<file path="src/rtl/note_ascii_fmt_pkg.sv">
// Shared constants, state encoding and note-name lookup for the note formatter
// and for later display blocks built on the same note numbering.
package note_ascii_fmt_pkg;

    localparam logic [7:0] ascii_cr   = 8'h0D;
    localparam logic [7:0] ascii_lf   = 8'h0A;
    localparam logic [7:0] ascii_sp   = 8'h20;
    localparam logic [7:0] ascii_hash = 8'h23;
    localparam logic [7:0] ascii_dash = 8'h2D;
    localparam logic [7:0] ascii_zero = 8'h30;

    // Notes outside this range print as dashes (octave digit would leave 0..8).
    localparam logic [7:0] note_min = 8'd12;
    localparam logic [7:0] note_max = 8'd119;

    typedef enum logic [1:0] {
        st_idle = 2'd0,
        st_load = 2'd1,
        st_div  = 2'd2,
        st_send = 2'd3
    } fmt_state_t;

    // Pitch class 0..11 -> {ASCII letter, sharp flag}.
    function automatic logic [8:0] note_name(input logic [3:0] rem);
        logic [8:0] res;
        case (rem)
            4'd0:    res = {8'h43, 1'b0};
            4'd1:    res = {8'h43, 1'b1};
            4'd2:    res = {8'h44, 1'b0};
            4'd3:    res = {8'h44, 1'b1};
            4'd4:    res = {8'h45, 1'b0};
            4'd5:    res = {8'h46, 1'b0};
            4'd6:    res = {8'h46, 1'b1};
            4'd7:    res = {8'h47, 1'b0};
            4'd8:    res = {8'h47, 1'b1};
            4'd9:    res = {8'h41, 1'b0};
            4'd10:   res = {8'h41, 1'b1};
            4'd11:   res = {8'h42, 1'b0};
            default: res = {ascii_dash, 1'b0};
        endcase
        return res;
    endfunction

endpackage

</file>
<file path="src/rtl/note_ascii_fmt_if.sv">
// Byte stream towards the UART transmitter: data/valid from the formatter,
// ready back from the UART.
interface note_ascii_fmt_if;
    logic [7:0] data;
    logic       valid;
    logic       ready;

    modport master (output data, output valid, input ready);
    modport slave  (input data, input valid, output ready);
endinterface

</file>
<file path="src/rtl/note_ascii_fmt_divmod12.sv">
// Sequential divide-by-12: one subtraction per cycle after start.
// done is high on the cycle the remainder has dropped below 12; the
// division finishes on that edge. oct counts the subtractions performed.
module note_divmod12 (
    input  logic       clk,
    input  logic       rst,
    input  logic       start,
    input  logic [6:0] note,
    output logic       done,
    output logic [3:0] rem,
    output logic [3:0] oct
);
    logic [6:0] rem_r;
    logic [3:0] oct_r;
    logic       busy_r;

    // Load on start, then subtract 12 per cycle until the remainder is final.
    always_ff @(posedge clk or posedge rst) begin
        if (rst) begin
            rem_r  <= 7'd0;
            oct_r  <= 4'd0;
            busy_r <= 1'b0;
        end else if (start) begin
            rem_r  <= note;
            oct_r  <= 4'd0;
            busy_r <= 1'b1;
        end else if (busy_r) begin
            if (rem_r >= 7'd12) begin
                rem_r <= rem_r - 7'd12;
                oct_r <= oct_r + 4'd1;
            end else begin
                busy_r <= 1'b0;
            end
        end
    end

    assign done = busy_r && (rem_r < 7'd12);
    assign rem  = rem_r[3:0];
    assign oct  = oct_r;

endmodule

</file>
<file path="src/rtl/note_ascii_fmt.sv">
// Turns each tuner note update into a short ASCII line ("A 4\r\n") and streams
// it byte by byte over a valid/ready link. One pending note is buffered so a
// strobe arriving while a line is in flight is not lost.
module note_ascii_fmt
    import note_ascii_fmt_pkg::*;
#(
    parameter bit dedup_p = 1'b1,
    parameter bit crlf_p  = 1'b1
) (
    input  logic             clk_i,
    input  logic             reset_i,
    input  logic [7:0]       note_i,
    input  logic             update_i,
    note_ascii_fmt_if.master tx,
    output logic             busy_o,
    output logic             overrun_o
);
    localparam logic [2:0] last_idx = crlf_p ? 3'd4 : 3'd3;

    fmt_state_t state_r;
    logic [7:0] pend_note_r;
    logic       pend_full_r;
    logic [7:0] last_note_r;
    logic       last_vld_r;
    logic       valid_r;
    logic [7:0] data_r;
    logic [2:0] idx_r;
    logic [7:0] ch0_r;
    logic [7:0] ch1_r;
    logic [7:0] ch2_r;
    logic       overrun_r;

    logic       dup_s;
    logic       oor_s;
    logic       start_s;
    logic       div_done_s;
    logic [3:0] div_rem_s;
    logic [3:0] div_oct_s;
    logic [8:0] name_s;
    logic [7:0] digit_s;

    // Byte at a given line position; terminator depends on crlf_p.
    function automatic logic [7:0] byte_sel(input logic [2:0] idx, input logic [7:0] c0,
                                            input logic [7:0] c1, input logic [7:0] c2);
        logic [7:0] res;
        case (idx)
            3'd0:    res = c0;
            3'd1:    res = c1;
            3'd2:    res = c2;
            3'd3:    res = crlf_p ? ascii_cr : ascii_lf;
            default: res = ascii_lf;
        endcase
        return res;
    endfunction

    // Decode of the pending note: duplicate check, range check, divider start.
    always_comb begin
        dup_s = 1'b0;
        if (dedup_p && last_vld_r && (pend_note_r == last_note_r)) begin
            dup_s = 1'b1;
        end else begin
            dup_s = 1'b0;
        end
        oor_s   = (pend_note_r < note_min) || (pend_note_r > note_max);
        start_s = (state_r == st_load) && !dup_s && !oor_s;
        name_s  = note_name(div_rem_s);
        digit_s = ascii_zero + {4'd0, div_oct_s - 4'd1};
    end

    note_divmod12 u_divmod (
        .clk   (clk_i),
        .rst   (reset_i),
        .start (start_s),
        .note  (pend_note_r[6:0]),
        .done  (div_done_s),
        .rem   (div_rem_s),
        .oct   (div_oct_s)
    );

    // Pending slot, dedup memory and the line FSM with registered stream outputs.
    always_ff @(posedge clk_i or posedge reset_i) begin
        if (reset_i) begin
            state_r     <= st_idle;
            pend_note_r <= 8'h00;
            pend_full_r <= 1'b0;
            last_note_r <= 8'h00;
            last_vld_r  <= 1'b0;
            valid_r     <= 1'b0;
            data_r      <= 8'h00;
            idx_r       <= 3'd0;
            ch0_r       <= 8'h00;
            ch1_r       <= 8'h00;
            ch2_r       <= 8'h00;
            overrun_r   <= 1'b0;
        end else begin
            // A new strobe always wins over the consume in LOAD.
            overrun_r <= update_i && pend_full_r && (state_r != st_load);
            if (update_i) begin
                pend_note_r <= note_i;
                pend_full_r <= 1'b1;
            end else if (state_r == st_load) begin
                pend_full_r <= 1'b0;
            end

            case (state_r)
                st_idle: begin
                    if (pend_full_r) begin
                        state_r <= st_load;
                    end
                end
                st_load: begin
                    if (dup_s) begin
                        state_r <= st_idle;
                    end else begin
                        last_note_r <= pend_note_r;
                        last_vld_r  <= 1'b1;
                        if (oor_s) begin
                            ch0_r   <= ascii_dash;
                            ch1_r   <= ascii_dash;
                            ch2_r   <= ascii_dash;
                            data_r  <= ascii_dash;
                            valid_r <= 1'b1;
                            idx_r   <= 3'd0;
                            state_r <= st_send;
                        end else begin
                            state_r <= st_div;
                        end
                    end
                end
                st_div: begin
                    if (div_done_s) begin
                        ch0_r   <= name_s[8:1];
                        ch1_r   <= name_s[0] ? ascii_hash : ascii_sp;
                        ch2_r   <= digit_s;
                        data_r  <= name_s[8:1];
                        valid_r <= 1'b1;
                        idx_r   <= 3'd0;
                        state_r <= st_send;
                    end
                end
                st_send: begin
                    if (valid_r && tx.ready) begin
                        if (idx_r == last_idx) begin
                            valid_r <= 1'b0;
                            state_r <= st_idle;
                        end else begin
                            idx_r  <= idx_r + 3'd1;
                            data_r <= byte_sel(idx_r + 3'd1, ch0_r, ch1_r, ch2_r);
                        end
                    end
                end
                default: begin
                    valid_r <= 1'b0;
                    state_r <= st_idle;
                end
            endcase
        end
    end

    assign tx.data   = data_r;
    assign tx.valid  = valid_r;
    assign overrun_o = overrun_r;
    assign busy_o    = (state_r != st_idle) || pend_full_r;

endmodule

</file>
<file path="src/flat_wrapper.sv">
// flat-port wrapper written by rule: the top's interface ports become plain ports
module note_ascii_fmt_flat import note_ascii_fmt_pkg::*;
#(
    parameter bit dedup_p = 1'b1,
    parameter bit crlf_p  = 1'b1
)
  (clk_i, reset_i, note_i, update_i, busy_o, overrun_o, tx_data, tx_valid, tx_ready);
  note_ascii_fmt_if tx_i ();
  input  logic clk_i;
  input  logic reset_i;
  input  logic [7:0] note_i;
  input  logic update_i;
  output logic busy_o;
  output logic overrun_o;
  output wire logic [$bits(tx_i.data)-1:0] tx_data;
  output wire logic [$bits(tx_i.valid)-1:0] tx_valid;
  input wire logic [$bits(tx_i.ready)-1:0] tx_ready;
  assign tx_data = tx_i.data;
  assign tx_valid = tx_i.valid;
  assign tx_i.ready = tx_ready;
  note_ascii_fmt #(.dedup_p(dedup_p), .crlf_p(crlf_p)) u_core (.clk_i(clk_i), .reset_i(reset_i), .note_i(note_i), .update_i(update_i), .tx(tx_i), .busy_o(busy_o), .overrun_o(overrun_o));
endmodule
</file>
<file path="config.mk">
export PLATFORM = sky130hd
export DESIGN_NAME = note_ascii_fmt_flat
export DESIGN_NICKNAME = d
export VERILOG_FILES = /design/src/rtl/note_ascii_fmt_pkg.sv /design/src/rtl/note_ascii_fmt_if.sv /design/src/rtl/note_ascii_fmt_divmod12.sv /design/src/rtl/note_ascii_fmt.sv /design/src/flat_wrapper.sv
export SDC_FILE = /design/constraint.sdc
export NUM_CORES = 1
export LEC_CHECK = 0
export CORE_MARGIN = 2
export CORE_UTILIZATION = 52
export CTS_CLUSTER_SIZE = 14
export DETAILED_ROUTE_END_ITERATION = 16
export GPL_TIMING_DRIVEN = 0
export PLACE_DENSITY = 0.75
export SLEW_MARGIN = 20
export SYNTH_ARGS = -nofsm -noshare
export SYNTH_HDL_FRONTEND = slang
export SYNTH_SLANG_ARGS = --single-unit
</file>
<file path="constraint.sdc">
create_clock -name clk_i -period 2.2 [get_ports clk_i]
set_input_delay 0.22 -clock clk_i [delete_from_list [all_inputs] [get_ports clk_i]]
set_output_delay 0.22 -clock clk_i [all_outputs]
set_load 0.02 [all_outputs]
</file>
==> results of run 1 <==
## flip-flops by register name, summed over array words and instances (netlist names), 3 cells and up, named ones only
register / flops
u_core.ch0_r: 5
u_core.pend_note_r: 8
u_core.u_divmod.oct: 4
u_core.tx.data: 7
u_core.u_divmod.rem_r: 7
u_core.idx_r: 3
u_core.ch1_r: 4
u_core.ch2_r: 5
u_core.last_note_r: 8
## cell usage in the layout (no fill, tap or decap), types with 8 or more instances in the layout
master	netlist	final
a21oi_1	8	8
clkbuf_8	0	10
clkdlybuf4s50_1	0	19
dfrtp_1	58	58
ha_1	12	12
inv_1	13	12
mux2_2	18	18
nand2_1	43	43
nor2_1	19	19
o21ai_0	8	8
xor2_1	10	10
## per-stage QoR
stage	setup slack [ns]	std cells	hold WS (ns)	utilization, %	TNS (ns)
floorplan	0.157	280	0.372	-	0
global placement	-0.455	372	0.456	58.9	-27.46
detailed placement	-0.257	372	0.459	58.9	-1.38
CTS	0.00138	388	0.369	62.7	0
global route	-0.0147	389	0.406	63.4	-0.0719
finish	0.123	389	0.342	63.4	0
## metal layers
layer / global-route usage (%) / vias to the layer above
met5: 0 / -
met4: 8.79 / 0
met3: 6.93 / 12
met2: 33.1 / 50
met1: 26.0 / 1048
li1: - / 1050
## layout make-up
type	instances	share of cell area (%)
Timing Repair Buffer	21	6.02
Sequential cell	58	41.6
Inverter	13	1.47
Tap cell	72	2.58
Clock inverter	6	1.90
Multi-Input combinational cell	199	41.0
Buffer	10	1.54
Clock buffer	10	3.94
## where the power goes
part	internal (mW)	switching, mW
Sequential	1.45	0.303
Clock	0.552	0.433
Combinational	0.973	1.11
Total	2.98	1.84
## cells by family (layout without fill, tap and decap cells)
family	Yosys count	after routing	share of synthesized area [%]
compound gates	57	57	13.8
simple gates	89	89	13.9
other cells	1	1	0.127
flops	58	58	49.2
xor+xnor	16	16	4.75
buf+inv	23	60	3.48
mux	24	24	9.75
fa+ha+maj	12	12	5.09
## worst max-delay path by stage
stage                                      start                                    to  slack [ns]  cells past startpoint
2_1_floorplan        u_core.idx_r[0]$_DFFE_PP0P_         u_core.tx.data[0]$_DFFE_PP0P_        0.16                      7
3_3_place_gp                             reset_i    u_core.u_divmod.oct[1]$_DFFE_PP0P_       -0.45                      2
3_5_place_dp         u_core.idx_r[0]$_DFFE_PP0P_         u_core.tx.data[3]$_DFFE_PP0P_       -0.26                      7
4_1_cts            u_core.state_r[0]$_DFFE_PP0P_                                busy_o       0.001                      3
5_1_grt        u_core.pend_note_r[6]$_DFFE_PP0P_  u_core.u_divmod.rem_r[0]$_DFFE_PP0P_       -0.01                      5
6_report       u_core.pend_note_r[3]$_DFFE_PP0P_         u_core.tx.data[0]$_DFFE_PP0P_        0.12                      6
## what timing repair did
item,in CTS,in global routing
setup buffers,0,1
setup endpoints to repair,10,18
hold endpoints to repair,0,0
gates resized for setup,1,6
pin swaps,0,2
hold buffers,0,0
==> summary.md, run 1 <==
| Metric | Value |
|---|---|
| Status | `completed` |
| Period utilisation layout | `94.4%` |
| Max-slew violations | `0` |
| TritonCTS clock tree | `done` |
| Max Cap Viol | `0` |
| Crit path time final | `2.08 ns` |
| Final count of negative-setup-slack endpoints | `0` |
| R2R Path Start | `u_core.pend_note_r[3]$_DFFE_PP0P_` |
| Critical path fanouts, max | `10` |
| Final hold vios | `0` |
| WL met2 | `2740 um` |
| CP cell instances | `a2111oi_0, nor2_1, o22ai_4, o22a_1, buf_6, mux2_4` |
| Top sig layer | `met4` |
| Clock-pin transition on the worst setup and hold timing paths | `0.07 ns` |
| Final Skew | `0.00842 ns` |
| Final #Nets | `336` |
| Critical path arrival | `2.30 ns` |
| CP Launch Type | `flip-flop` |
| Layout cells sized above 1 | `17.0%` |
| Antenna viol nets, final | `0` |
| Largest delay share family, worst path | `compound AO/OA/AOI/OAI gates` |
| Placer's final routability congestion estimate | `0.863` |
| Post-synth top area cell | `dfrtp_1` |
| Worst Path Buf+Inv | `1` |
| I/O Buffers | `20` |
| Clk Tree Root Cell | `clkbuf_8` |
| Diodes inserted | `0` |
| Fill cell instance count of the final layout | `433` |
| Cell area after layout | `3490 um^2` |
| Post-place instance area | `3240 um^2` |
| Post-Route WL | `5660 um` |
| HPWL Detailed | `4030 um` |
| Post-synth EDFFs | `0` |
| Core ar. | `5510 um^2` |
| Die Ht | `79.3 um` |
| Grt total ovfl | `0` |
| Met3 routed wirelength | `232 um` |
| Clk buf depth | `2` |
| Slew @ Worst Pin | `0.695 ns` |
| Leakage Power | `1.53 nW` |
| Slew headroom | `53.6%` |
| Mean area per synthesized cell | `10.5 um^2` |
| Via count | `2,160` |
| #FFs+latches synth | `58` |
| RR Endpoint | `u_core.tx.data[0]$_DFFE_PP0P_` |
| CTS buffer count | `9` |
| Synthesized area | `2950 um^2` |
| R2R Setup Slk | `0.12 ns` |
| Clk sinks | `58` |
| Number of global-route vias before repair | `2,125` |
| Row cnt | `27` |
| Hold Crit Class | `in -> async` |
| Worst Path Required | `2.42 ns` |
| Synth top area share | `49.2%` |
| FF/Latch Area | `1450 um^2` |
| Post-Syn Nets | `304` |
| Total GRT Usage | `20.8%` |
| # H-tree levels | `3` |
| PD cells | `1380 nW/um^2` |
| Most numerous cell in the Yosys netlist | `dfrtp_1` |
| Slowest CP cell | `dfrtp_1` |
| DRT iter0 DRCs | `111` |
| First-pass GRT wire length | `10,000 um` |
| RSZ-0062 raised after global routing | `yes` |
| Mean number of vias per cell | `5.55` |
| Pwr Total | `4.82 mW` |
| Post-synthesis sequential area ratio | `49.2%` |
| Synth cell types | `50` |
| Synth warnings | `0` |
| Area of the multi-input gates | `1430 um^2` |
| Gate Count Post-Synth | `280` |
| Detailed Routing Iterations Pass 1 | `4` |
| Dominant cells by area after synthesis | `dfrtp_1 (49%), mux2_2 (6.9%), nand2_1 (5.5%)` |
| Largest net degree at the start of global routing | `59` |
| WL met1 | `2540 um` |
| Worst-Skew Late Latency | `0.34 ns` |
| Layout Area Growth over Synthesis | `18.3%` |
| Boundary pin count | `23` |
| Worst setup EP type | `flip-flop` |
| Die area | `6290 um^2` |
| Die width | `79.3 um` |
| Initial antenna violation count | `0` |
| Kind of critical path | `reg -> reg` |
| Worst reg2reg path depth | `6` |
| Maximum VDD drop | `0.000742 V` |
| Primary FF master, synth | `dfrtp_1` |
| Residual DRC | `0` |
| Initial cell density of the core | `53.6%` |
| Max frequency | `0.481 GHz` |
| Synth cell count leaders | `dfrtp_1 (58), nand2_1 (43), nor2_1 (19), mux2_2 (18), inv_1 (13)` |
| Slowest stage delay, CP | `0.45 ns` |
| Fraction of registers with async set/reset | `100%` |
| Wire per inst | `14.6 um` |
Power figures use the tool's default switching activity.
==> run 2, diff against run 1 <==
--- a/config.mk
+++ b/config.mk
@@ -6,11 +6,11 @@
 export NUM_CORES = 1
 export LEC_CHECK = 0
 export CORE_MARGIN = 2
-export CORE_UTILIZATION = 52
+export CORE_UTILIZATION = 40
 export CTS_CLUSTER_SIZE = 14
 export DETAILED_ROUTE_END_ITERATION = 16
 export GPL_TIMING_DRIVEN = 0
-export PLACE_DENSITY = 0.75
+export PLACE_DENSITY = 0.6
 export SLEW_MARGIN = 20
 export SYNTH_ARGS = -nofsm -noshare
 export SYNTH_HDL_FRONTEND = slang
==> summary.md, run 2 (same netlist as run 1, synthesis figures left out) <==
| Metric | Value |
|---|---|
| Final #Nets | `338` |
| Met3 usage | `5.87%` |
| Clk Tree Root Cell | `clkbuf_8` |
| Core ar. | `7210 um^2` |
| # H-tree levels | `3` |
| Kind of critical path | `reg -> reg` |
| Via count | `2,099` |
| FF/Latch Area | `1450 um^2` |
| Residual DRC | `0` |
| Critical path arrival | `2.32 ns` |
| Final hold vios | `0` |
| CP Launch Type | `flip-flop` |
| Grt total ovfl | `0` |
| Worst-Skew Late Latency | `0.34 ns` |
| Worst reg2reg path depth | `6` |
| R2R Setup Slk | `0.10 ns` |
| Total GRT Usage | `15.9%` |
| Post-CTS Hold Buffers | `0` |
| CTS buffer count | `9` |
| PD cells | `1340 nW/um^2` |
| Fill cell instance count of the final layout | `678` |
| Post-Route WL | `5840 um` |
| Largest net degree at the start of global routing | `31` |
| Layout Area Growth over Synthesis | `19.2%` |
| Clk buf depth | `2` |
| Initial antenna violation count | `0` |
| Boundary pin count | `23` |
| Final Non-Filler Cells | `418` |
| Worst Setup EP | `u_core.tx.data[3]$_DFFE_PP0P_` |
| Max frequency | `0.476 GHz` |
| Mean number of vias per cell | `5.02` |
| Final count of negative-setup-slack endpoints | `0` |
| Placer's final routability congestion estimate | `0.783` |
| Antenna viol nets, final | `0` |
| RR Endpoint | `u_core.tx.data[3]$_DFFE_PP0P_` |
| Most frequent cells in the layout | `dfrtp_1 (58), nand2_1 (43), nor2_1 (19), clkdlybuf4s50_1 (19), mux2_2 (18)` |
| R2R Path Start | `u_core.pend_note_r[3]$_DFFE_PP0P_` |
| Slew headroom | `44.6%` |
| Die area | `8080 um^2` |
| Number of global-route vias before repair | `2,091` |
| RSZ-0062 raised after global routing | `no` |
| Max Cap Viol | `0` |
| I/O Buffers | `20` |
| Worst Path Required | `2.43 ns` |
| Layout cells sized above 1 | `16.6%` |
| DRT iter0 DRCs | `172` |
| Setup slack after layout | `0.101 ns` |
| Status | `completed` |
| CP startpoint | `u_core.pend_note_r[3]$_DFFE_PP0P_` |
| Busiest grt layer | `met2` |
| Commonest non-fill, non-tap cell in the layout | `dfrtp_1` |
| Total negative slack | `0 ns` |
| HPWL Detailed | `4140 um` |
| Met2 GRT Util | `24.3%` |
| Maximum VDD drop | `0.000538 V` |
| Clk sinks | `58` |
| Max-slew violations | `0` |
| Slew @ Worst Pin | `0.827 ns` |
| Dpl ws | `-0.271 ns` |
| Area of the multi-input gates | `1420 um^2` |
| Met1 GRT Util | `21.2%` |
| Die Ht | `89.9 um` |
| Clock-pin transition on the worst setup and hold timing paths | `0.07 ns` |
| Worst setup EP type | `flip-flop` |
| Die width | `89.9 um` |
| Crit path time final | `2.10 ns` |
| Final Skew | `0.00888 ns` |
| Diodes inserted | `0` |
| Initial cell density of the core | `40.9%` |
| Hold Crit Class | `in -> async` |
| Critical path fanouts, max | `10` |
| Row cnt | `31` |
| Detailed Routing Iterations Pass 1 | `4` |
| First-pass GRT wire length | `10,300 um` |
| Dpl cells | `400` |
| Wire per inst | `14.0 um` |
| Largest registers | `u_core.last_note_r x8, u_core.pend_note_r x8` |
| Period utilisation layout | `95.4%` |
| TritonCTS clock tree | `done` |
| Leakage Power | `1.55 nW` |
==> run 2: layer usage <==
layer	part of all wire (%)	vias to the layer above
met5	0	-
met4	1.5	0
met3	4.2	10
met2	46	29
met1	48	1011
li1	-	1049
==> run 2: worst min-delay path by stage <==
stage	start	endpoint	slack, ns	cells past startpoint
floorplan	note_i[0]	u_core.pend_note_r[0]$_DFFE_PP0P_	0.37	1
global placement	u_core.ch1_r[5]$_DFFE_PP0P_	u_core.ch1_r[5]$_DFFE_PP0P_	0.46	1
detailed placement	u_core.ch1_r[5]$_DFFE_PP0P_	u_core.ch1_r[5]$_DFFE_PP0P_	0.46	1
CTS	reset_i	u_core.tx.valid$_DFFE_PP0P_	0.23	2
global route	reset_i	u_core.tx.valid$_DFFE_PP0P_	0.25	2
finish	reset_i	u_core.tx.valid$_DFFE_PP0P_	0.22	2
==> run 2: cell type report <==
class	instances	share of cell area, %
inverter	13	1.46
timing repair buffer	23	6.65
buffer	10	1.53
clock inverter	2	0.284
sequential	58	41.2
multi-input combinational	199	40.4
tap	99	3.52
clock buffer	14	4.91
==> run 2: critical path, cell delays in order, from the launching register on <==
cell and delay, ns:
dfrtp_1 0.45, a2111oi_0 0.42, nor2_1 0.18, o22ai_2 0.28
o22a_1 0.20, buf_6 0.16, mux2_4 0.30
==> run 2: report_power, final <==
part           internal [mW]  switching, mW  leakage [nW]
clock network          0.498          0.396        0.0965
registers               1.45          0.299         0.695
logic                  0.972           1.09         0.757
==> run 2: metrics by stage <==
step	hold slack (ns)	cell area [um^2]	total power, mW	utilization (%)
global placement	0.460	3280	3.74	45.4
CTS	0.228	3480	4.71	48.3
global route	0.247	3520	5.10	48.8
detailed placement	0.462	3300	3.77	45.7
finish	0.222	3520	4.70	48.8
floorplan	0.372	2950	3.22	-
==> run 2: timing repair <==
item | CTS | global route
setup endpoints to repair | 11 | 8
resized for setup | 2 | 4
setup buffers | 0 | 2
pin swaps | 0 | 1
